[config.mk]
export PLATFORM = sky130hd
export DESIGN_NAME = hcsr04_emulator
export DESIGN_NICKNAME = d
export VERILOG_FILES = /design/src/rtl/hcsr04_pkg.sv /design/src/rtl/hcsr04_emulator_sync_2ff.sv /design/src/rtl/hcsr04_emulator.sv
export SDC_FILE = /design/constraint.sdc
export NUM_CORES = 1
export LEC_CHECK = 0
export CAP_MARGIN = 10
export CELL_PAD_IN_SITES_DETAIL_PLACEMENT = 1
export CELL_PAD_IN_SITES_GLOBAL_PLACEMENT = 1
export CORE_MARGIN = 2
export CORE_UTILIZATION = 49
export CTS_CLUSTER_DIAMETER = 30
export DETAILED_ROUTE_END_ITERATION = 6
export GPL_TIMING_DRIVEN = 1
export PLACE_DENSITY_LB_ADDON = 0.1
export SKIP_CTS_REPAIR_TIMING = 1
export SLEW_MARGIN = 20
export SYNTH_ARGS = -nofsm -noshare
export SYNTH_HDL_FRONTEND = slang
export SYNTH_SLANG_ARGS = --single-unit
[constraint.sdc]
create_clock -name clk -period 6.95 [get_ports clk]
set_clock_uncertainty 0.2 [all_clocks]
set_input_delay 2.085 -clock clk [delete_from_list [all_inputs] [get_ports clk]]
set_output_delay 2.085 -clock clk [all_outputs]
set_load 0.01 [all_outputs]
[src/rtl/hcsr04_pkg.sv]
// Shared HC-SR04 definitions: state enumeration and default timing at 50 MHz.
package hcsr04_pkg;

    typedef enum logic [2:0] {
        ST_IDLE    = 3'd0,
        ST_TRIG_HI = 3'd1,
        ST_BURST   = 3'd2,
        ST_ECHO    = 3'd3,
        ST_HOLDOFF = 3'd4
    } hcsr04_state_e;

    localparam int unsigned DEF_TRIG_MIN   = 500;
    localparam int unsigned DEF_BURST_DLY  = 10000;
    localparam int unsigned DEF_CYC_PER_CM = 2900;
    localparam int unsigned DEF_MAX_CM     = 400;
    localparam int unsigned DEF_TIMEOUT    = 1900000;
    localparam int unsigned DEF_HOLDOFF    = 50000;

    localparam int unsigned DIST_W = 9;
    localparam int unsigned IGN_W  = 8;

    // Bits needed to hold values 0..maxval.
    function automatic int unsigned cnt_w(input int unsigned maxval);
        return (maxval < 2) ? 1 : $clog2(maxval + 1);
    endfunction

endpackage

[src/rtl/hcsr04_emulator_sync_2ff.sv]
// Two-flop synchronizer for the asynchronous trigger input.
module sync_2ff (
    input  logic clk,
    input  logic rst,
    input  logic d,
    output logic q
);

    logic meta;

    // Metastability filter: two back-to-back flops, cleared by reset.
    always_ff @(posedge clk) begin
        if (rst) begin
            meta <= 1'b0;
            q    <= 1'b0;
        end else begin
            meta <= d;
            q    <= meta;
        end
    end

endmodule

[src/rtl/hcsr04_emulator.sv]
// HC-SR04 ultrasonic sensor emulator: qualifies a trigger pulse, waits the
// burst delay, then returns an echo whose width encodes distance_cm.
// Optional macro HCSR04_TIMEOUT_EN: out-of-range distances return a TIMEOUT
// wide echo instead of no echo.
module hcsr04_emulator
    import hcsr04_pkg::*;
#(
    parameter int unsigned TRIG_MIN   = DEF_TRIG_MIN,
    parameter int unsigned BURST_DLY  = DEF_BURST_DLY,
    parameter int unsigned CYC_PER_CM = DEF_CYC_PER_CM,
    parameter int unsigned MAX_CM     = DEF_MAX_CM,
    parameter int unsigned TIMEOUT    = DEF_TIMEOUT,
    parameter int unsigned HOLDOFF    = DEF_HOLDOFF
) (
    input  logic              clk,
    input  logic              rst,
    input  logic              trigger,
    input  logic [DIST_W-1:0] distance_cm,
    output logic              echo,
    output logic              busy,
    output logic [IGN_W-1:0]  ignored_cnt
);

    localparam int unsigned TW_W   = cnt_w(TRIG_MIN);
    localparam int unsigned PH_MAX = (BURST_DLY > HOLDOFF) ? BURST_DLY : HOLDOFF;
    localparam int unsigned PH_W   = cnt_w(PH_MAX);
    localparam int unsigned SUB_MX = (TIMEOUT > CYC_PER_CM) ? TIMEOUT : CYC_PER_CM;
    localparam int unsigned SUB_W  = cnt_w(SUB_MX);

    hcsr04_state_e     state;
    logic              trig_s;
    logic              trig_s_d;
    logic [TW_W-1:0]   width_cnt;
    logic [PH_W-1:0]   ph_cnt;
    logic [SUB_W-1:0]  sub_cnt;
    logic [DIST_W-1:0] cm_cnt;
    logic [DIST_W-1:0] latched_cm;
    logic              lat_valid;
    logic              tmo;
    logic              sub_last;
    logic              cm_last;
    logic              trig_ok;
    logic              measuring;
    logic              ign_inc;

    sync_2ff u_sync (
        .clk (clk),
        .rst (rst),
        .d   (trigger),
        .q   (trig_s)
    );

    assign lat_valid = (latched_cm != '0) && (latched_cm <= DIST_W'(MAX_CM));
`ifdef HCSR04_TIMEOUT_EN
    assign tmo = ~lat_valid;
`else
    assign tmo = 1'b0;
`endif
    assign sub_last  = (sub_cnt == (tmo ? SUB_W'(TIMEOUT - 1) : SUB_W'(CYC_PER_CM - 1)));
    assign cm_last   = tmo || (cm_cnt == DIST_W'(latched_cm - DIST_W'(1)));
    // Width counter saturates at TRIG_MIN, so reaching it means qualified.
    assign trig_ok   = (width_cnt == TW_W'(TRIG_MIN));
    assign measuring = (state == ST_BURST) || (state == ST_ECHO) || (state == ST_HOLDOFF);
    assign ign_inc   = ((state == ST_TRIG_HI) && !trig_s && !trig_ok) ||
                       (measuring && trig_s && !trig_s_d);

    // Measurement sequencer with registered echo/busy and reject counter.
    always_ff @(posedge clk) begin
        if (rst) begin
            state       <= ST_IDLE;
            trig_s_d    <= 1'b0;
            width_cnt   <= '0;
            ph_cnt      <= '0;
            sub_cnt     <= '0;
            cm_cnt      <= '0;
            latched_cm  <= '0;
            echo        <= 1'b0;
            busy        <= 1'b0;
            ignored_cnt <= '0;
        end else begin
            trig_s_d <= trig_s;
            if (ign_inc && (ignored_cnt != '1)) begin
                ignored_cnt <= ignored_cnt + IGN_W'(1);
            end
            case (state)
                ST_IDLE: begin
                    if (trig_s) begin
                        state     <= ST_TRIG_HI;
                        width_cnt <= '0;
                        busy      <= 1'b1;
                    end
                end
                ST_TRIG_HI: begin
                    if (trig_s) begin
                        if (!trig_ok) width_cnt <= width_cnt + TW_W'(1);
                    end else if (trig_ok) begin
                        latched_cm <= distance_cm;
                        ph_cnt     <= '0;
                        state      <= ST_BURST;
                    end else begin
                        state <= ST_IDLE;
                        busy  <= 1'b0;
                    end
                end
                ST_BURST: begin
                    if (ph_cnt == PH_W'(BURST_DLY - 1)) begin
                        ph_cnt  <= '0;
                        sub_cnt <= '0;
                        cm_cnt  <= '0;
                        if (lat_valid || tmo) begin
                            state <= ST_ECHO;
                            echo  <= 1'b1;
                        end else begin
                            state <= ST_HOLDOFF;
                        end
                    end else begin
                        ph_cnt <= ph_cnt + PH_W'(1);
                    end
                end
                ST_ECHO: begin
                    if (sub_last) begin
                        sub_cnt <= '0;
                        if (cm_last) begin
                            echo   <= 1'b0;
                            ph_cnt <= '0;
                            state  <= ST_HOLDOFF;
                        end else begin
                            cm_cnt <= cm_cnt + DIST_W'(1);
                        end
                    end else begin
                        sub_cnt <= sub_cnt + SUB_W'(1);
                    end
                end
                ST_HOLDOFF: begin
                    if (ph_cnt == PH_W'(HOLDOFF - 1)) begin
                        state <= ST_IDLE;
                        busy  <= 1'b0;
                    end else begin
                        ph_cnt <= ph_cnt + PH_W'(1);
                    end
                end
                default: begin
                    state <= ST_IDLE;
                    busy  <= 1'b0;
                    echo  <= 1'b0;
                end
            endcase
        end
    end

endmodule

==> summary.md, run 1 <==
| Metric | Value |
|---|---|
| Clk sinks | 80 |
| Die height | 98.2 µm |
| CTS tree | yes |
| Worst skew pair latency | 0.36 ns |
| Initial Utilization | 0.501 |
| Setup crit end kind | flop |
| Crit Reg-Reg Startpoint | latched_cm[0]$_SDFFE_PP0P_ |
| Initial antenna violation count | 0 |
| I/O Pins | 22 |
| Run status | finished clean |
| Hold Path Stages | 1 |
| DRC viols | 0 |
| Post-layout util | 0.555 |
| Htree depth | 3 |
| Crit-path max FO | 15 |
| Core Region | 0.00868 mm² |
| Register-to-Register Path Depth | 9 |
| WL final | 11.3 mm |
| Largest net degree at the start of global routing | 52 |
| LEAKAGE | 1.57 nW |
| Synth cell types | 65 |
| Vias/cell | between 5 and 6 |
| Worst Tran Pin Value | 0.799 ns |
| DR pass1 iterations | 4 |
| Antenna cells | 0 |
| Total grt overflow | 0 |
| Worst EP required | 7.04 ns |
| Period minus WS final | 3.69 ns |
| Fin. max-slew vios | 0 |
| Async SR Flop Fraction | 0 |
| Worst hold endpoint | u_sync.q$_SDFF_PP0_ |
| Die Area | 0.00965 mm² |
| Setup TNS | 0 ns |
| Crit Path Category | flop to flop |
| Via count | 3,931 |
| Primary FF master, synth | dfxtp_1 |
| Clock Path Buffers | 2 |
| Setup-failing EPs final | 0 |
| Worst R2R End | ph_cnt[13]$_SDFFE_PP0P_ |
| Post-synthesis sequential area ratio | 0.368 |
| Slew HR | 0.467 |
| Mapped Area | 0.00435 mm² |
| Clock transition at the registers of the reported paths | 0.09 ns |
| Number of global-route vias before repair | around 4,000 |
| First-pass GRT wire length | slightly below 20 mm |
| Hpwl dp | 8.14 mm |
| Avg WL per Cell | 17.2 µm |
| Post-Syn Instances | 532 |
| Peak supply drop | 0.0926 mV |
| RSZ-0062 raised after global routing | no |
| Hold path startpoint | u_sync.meta$_SDFF_PP0_ |
| Synth warn | 0 |
| Row count | 34 |
| Most common cell after layout, fill and taps aside | dfxtp_1 |
| Die Wd | 98.2 µm |
| CP arrival | 3.78 ns |
| Synthesized area per cell | approximately 8 µm² |
| Max stage delay on crit path | 0.81 ns |
| Syn Nets | 551 |
| Most frequent cells in the layout | dfxtp_1, nor2_1, nand2_1 |
| Min-Delay Path Class | flop to flop |
| R2R setup slack | 3.26 ns |
| Post-synth EDFFs | 0 |
| Flops & latches, synth | 80 |
| Power Dens Cells | between 150 and 200 mW/mm² |
| Post-route ant nets | 0 |
| # port buffers | 21 |
| Initial DRC Count | 124 |
| TritonCTS buffer count | 9 |
| Endpoints failing hold | 0 |
| Gr usage total | 0.245 |
| Crit path max-delay cell type | a2111oi_4 |
| Layout Nets | approximately 560 |
| Clk root buf | clkbuf_8 |
| Worst-path cell chain | inv_1 -> ha_1 -> or4b_4 -> nor2_1 -> nand4_1 -> a2111oi_4 -> o21ai_2 -> or4_1 -> a21boi_1 |
| CP Launch Type | flop |
| Final period util | 0.531 |
| GP Congestion | 0.813 |
| Max-cap viol count | 0 |
| Achievable frequency | between 0.2 and 0.3 GHz |
| Area grow syn2layout | 10.8% |
| Layout cells sized above 1 | 0.0547 |
kinds of logic (layout without fill, tap and decap cells):
family,after synthesis,after routing,synth area share
and+or+nand+nor,246,246,0.290
muxes,17,17,0.0394
AOI/OAI and AO/OA,116,116,0.186
buffers and inverters,36,52,0.0328
adders and majority gates,7,7,0.0201
DFF,80,80,0.368
xor gates and xnor gates,30,30,0.0636
critical path, delay by kind of cell, from the launching register on:
family / cells / cell delay [ns]
buffers and inverters: 1 / 0.07
AND/OR/NAND/NOR: 4 / 1.44
adder cells (fa/ha/maj): 1 / 0.24
flip-flops: 1 / 0.36
AO/OA/AOI/OAI: 3 / 1.31
per-layer routing:
layer  global-route usage  share of wire  up-vias
li1                     -              -     1931
met1                0.314           0.47     1940
met2                0.429           0.50       48
met3               0.0387          0.022       12
met4               0.0664          0.015        0
met5                    0              0        -
sequential cells by signal (all words and copies together), names as in the netlist:
signal / count
u_sync.q: 1
width_cnt: 9
sub_cnt: 21
ph_cnt: 16
ignored_cnt: 8
state: 3
u_sync.meta: 1
cm_cnt: 9
latched_cm: 9
busy: 1
echo: 1
trig_s_d: 1
layout make-up:
| class | count | area [µm²] |
|---|---|---|
| Clock buffer | 10 | 138 |
| Timing Repair Buffer | 23 | 220 |
| Tap cell | 108 | 135 |
| Clock inverter | 6 | 68.8 |
| Multi-Input combinational cell | 416 | 2610 |
| Sequential cell | 80 | 1600 |
| Fill cell | 1078 | 3860 |
| Inverter | 13 | 48.8 |
synth_stat cells (3+ instances only):
cell type / instances / area, µm²
or3_1: 8 / 50.1
nand3_1: 17 / 85.1
nor4_1: 9 / 56.3
nand3b_1: 9 / 67.6
nor3_1: 14 / 70.1
nand4_1: 9 / 56.3
o31ai_1: 5 / 37.5
o21ai_0: 20 / 100
nand2_1: 46 / 173
xor2_1: 8 / 70.1
dfxtp_1: 80 / 1600
clkbuf_1: 22 / 82.6
a21boi_1: 5 / 37.5
a21oi_1: 33 / 165
nor2b_1: 6 / 37.5
o21ai_1: 7 / 35.0
a31oi_1: 4 / 25.0
or4_1: 4 / 30.0
a21o_1: 3 / 22.5
xnor2_1: 21 / 184
nor3b_1: 3 / 22.5
and2_1: 11 / 68.8
mux2i_1: 16 / 160
ha_1: 7 / 87.6
and3_1: 11 / 68.8
inv_1: 13 / 48.8
a311oi_1: 7 / 61.3
a211oi_1: 5 / 37.5
nand2b_1: 9 / 56.3
nor2_1: 76 / 285
how the worst max path moves through the flow:
stage,cells after the start,slack [ns],startpoint,end
2_1_floorplan,3,3.94,rst,sub_cnt[10]$_SDFFE_PP0P_
3_5_place_dp,9,3.29,latched_cm[0]$_SDFFE_PP0P_,ph_cnt[13]$_SDFFE_PP0P_
6_report,9,3.26,latched_cm[0]$_SDFFE_PP0P_,ph_cnt[13]$_SDFFE_PP0P_
5_1_grt,9,3.04,latched_cm[0]$_SDFFE_PP0P_,ph_cnt[13]$_SDFFE_PP0P_
4_1_cts,1,3.25,ignored_cnt[7]$_SDFFE_PP0P_,ignored_cnt[7]
3_3_place_gp,4,3.39,rst,ph_cnt[13]$_SDFFE_PP0P_
report_power, final:
part           switching (mW)  total (mW)  internal, mW  leakage [nW]
Sequential             0.0111       0.474         0.463         0.645
Combinational          0.0320      0.0572        0.0252         0.824
Clock                   0.182       0.359         0.177         0.102
Total                   0.225       0.890         0.666          1.57
metrics by stage:
stage	setup slack, ns	std cells	hold slack (ns)	total power, mW	cell area [µm²]
5_1_grt	3.04	656	0.282	0.924	4820
3_5_place_dp	3.29	640	0.250	0.542	4610
6_report	3.26	656	0.259	0.890	4820
3_3_place_gp	3.39	640	0.255	0.540	4610
4_1_cts	3.25	656	0.262	0.898	4820
2_1_floorplan	3.94	532	0.214	0.518	4350
(Power assumes the default switching activity.)
==> inputs of run 2 (changes only) <==
--- a/config.mk
+++ b/config.mk
@@ -9,7 +9,7 @@
 export CELL_PAD_IN_SITES_DETAIL_PLACEMENT = 1
 export CELL_PAD_IN_SITES_GLOBAL_PLACEMENT = 1
 export CORE_MARGIN = 2
-export CORE_UTILIZATION = 49
+export CORE_UTILIZATION = 46
 export CTS_CLUSTER_DIAMETER = 30
 export DETAILED_ROUTE_END_ITERATION = 6
 export GPL_TIMING_DRIVEN = 1
==> constraint.sdc (replaced) <==
create_clock -name clk -period 3.55 [get_ports clk]
set_clock_uncertainty 0.2 [all_clocks]
set_input_delay 1.065 -clock clk [delete_from_list [all_inputs] [get_ports clk]]
set_output_delay 1.065 -clock clk [all_outputs]
set_load 0.01 [all_outputs]
==> summary.md, run 2 (synthesized netlist as in run 1, its figures left out) <==
| Metric | Value |
|---|---|
| Run status | finished clean |
| Largest net degree at the start of global routing | 33 |
| Slew HR | 0.498 |
| RSZ-0062 raised after global routing | no |
| Setup TNS | 0 ns |
| Worst Tran Pin Value | roughly 0.75 ns |
| Via count | 3,925 |
| Crit-path max FO | 15 |
| Worst skew pair latency | 0.35 ns |
| R2R setup slack | roughly 0.29 ns |
| Die Wd | 101 µm |
| TritonCTS buffer count | 9 |
| Layout Nets | between 500 and 600 |
| Htree depth | 3 |
| Final worst slack | 0.290 ns |
| Part of the power in the clock network | 0.369 |
| WL final | 11.1 mm |
| Total grt overflow | 0 |
| Int Power | roughly 1.2 mW |
| Hpwl dp | 7.92 mm |
| Min-Delay Path Class | flop to flop |
| Worst hold endpoint | u_sync.q$_SDFF_PP0_ |
| Post-layout util | 0.525 |
| Avg WL per Cell | 16.7 µm |
| First-pass GRT wire length | slightly below 20 mm |
| Endpoints failing hold | 0 |
| DRC viols | 0 |
| Power Dens Cells | 342 mW/mm² |
| Clk sinks | 80 |
| # port buffers | 21 |
| Reg with most FFs | sub_cnt |
| Initial Utilization | 0.473 |
| Period minus WS final | 3.26 ns |
| Most common cell after layout, fill and taps aside | dfxtp_1 |
| Die height | between 100 and 150 µm |
| Vias/cell | 5.91 |
| GP Congestion | just over 0.8 |
| Layout cells sized above 1 | 0.0615 |
| Post-route ant nets | 0 |
| Die Area | 0.0102 mm² |
| Hold Path Stages | 1 |
| Placement Setup Slack | between 0.3 and 0.4 ns |
| Max-cap viol count | 0 |
| Hold path startpoint | u_sync.meta$_SDFF_PP0_ |
| Number of global-route vias before repair | between 4,000 and 5,000 |
| # fillers | between 1,000 and 1,500 |
| Row count | 35 |
| Final period util | 0.918 |
| I/O Pins | 22 |
| CP arrival | approximately 3.3 ns |
| Comb pwr share | 0.075 |
| Crit Path Category | flop to flop |
| Initial antenna violation count | 0 |
| Clk root buf | clkbuf_8 |
| Max reg flops | 21 |
| CTS tree | yes |
| Clock Path Buffers | 2 |
| Biggest regs | sub_cnt x21, ph_cnt x16 |
| Gr usage total | 0.231 |
| Achievable frequency | 0.307 GHz |
| DR pass1 iterations | 4 |
| Worst R2R End | ph_cnt[11]$_SDFFE_PP0P_ |
| Switch share | 0.255 |
| Setup crit end kind | flop |
| Fin. max-slew vios | 0 |
| LEAKAGE | 1.58 nW |
| Area grow syn2layout | 11.0% |
| Crit Reg-Reg Startpoint | latched_cm[0]$_SDFFE_PP0P_ |
| Core Region | 0.00920 mm² |
| CP Launch Type | flop |
| Clock transition at the registers of the reported paths | approximately 0.080 ns |
| Peak supply drop | 0.205 mV |
| NetSw | 0.422 mW |
| Worst EP required | 3.62 ns |
| Seq pwr share | 0.556 |
| Initial DRC Count | 129 |
| Setup-failing EPs final | 0 |
| Register-to-Register Path Depth | 9 |
| Antenna cells | 0 |
| Most frequent cells in the layout | dfxtp_1, nor2_1, nand2_1 |
run 2: worst max-delay path by stage:
stage	start	end	slack, ns	depth (start not counted)
6_report	latched_cm[0]$_SDFFE_PP0P_	ph_cnt[11]$_SDFFE_PP0P_	0.29	9
5_1_grt	latched_cm[0]$_SDFFE_PP0P_	ph_cnt[11]$_SDFFE_PP0P_	0.04	10
4_1_cts	latched_cm[0]$_SDFFE_PP0P_	ph_cnt[11]$_SDFFE_PP0P_	0.27	10
3_5_place_dp	latched_cm[0]$_SDFFE_PP0P_	ph_cnt[11]$_SDFFE_PP0P_	0.30	10
3_3_place_gp	latched_cm[0]$_SDFFE_PP0P_	ph_cnt[13]$_SDFFE_PP0P_	0.47	9
2_1_floorplan	latched_cm[0]$_SDFFE_PP0P_	ph_cnt[10]$_SDFFE_PP0P_	0.71	10
run 2: power groups by stage:
stage          clock (mW)  combinational [mW]  sequential [mW]
6_report            0.610               0.124            0.919
5_1_grt             0.663               0.137            0.920
4_1_cts             0.632               0.125            0.919
3_5_place_dp            0               0.124            0.940
3_3_place_gp            0               0.121            0.939
2_1_floorplan           0              0.0772            0.937
run 2: area by class of cell:
cell class / instances / area [µm²] / share of cell area
sequential: 80 / 1600 / 0.332
tap: 111 / 139 / 0.0288
clock buffer: 11 / 141 / 0.0293
inverter: 13 / 48.8 / 0.0101
clock inverter: 5 / 32.5 / 0.00674
multi-input combinational: 416 / 2610 / 0.540
timing repair buffer: 28 / 258 / 0.0534
run 2: critical path, stage by stage, from the launching register on:
cell	delay, ns
dfxtp_1	0.36
inv_1	0.07
ha_1	0.25
or4b_4	0.52
nor2_1	0.17
nand4_1	0.19
a2111oi_4	0.47
o21ai_2	0.26
or4_1	0.53
a21boi_1	0.16
run 2: per-stage QoR:
step / hold slack, ns / std cells / power (mW) / area [µm²]
floorplan: 0.214 / 532 / 1.01 / 4350
global placement: 0.232 / 648 / 1.06 / 4650
detailed placement: 0.229 / 648 / 1.06 / 4650
CTS: 0.248 / 664 / 1.68 / 4830
global route: 0.273 / 664 / 1.72 / 4830
finish: 0.245 / 664 / 1.65 / 4830
run 2: layer usage:
metal,vias to the layer above,wire [µm],GRT usage
li1,1936,-,-
met5,-,0,0
met3,16,325,0.0531
met2,53,5600,0.418
met4,0,244,0.0832
met1,1920,4920,0.266
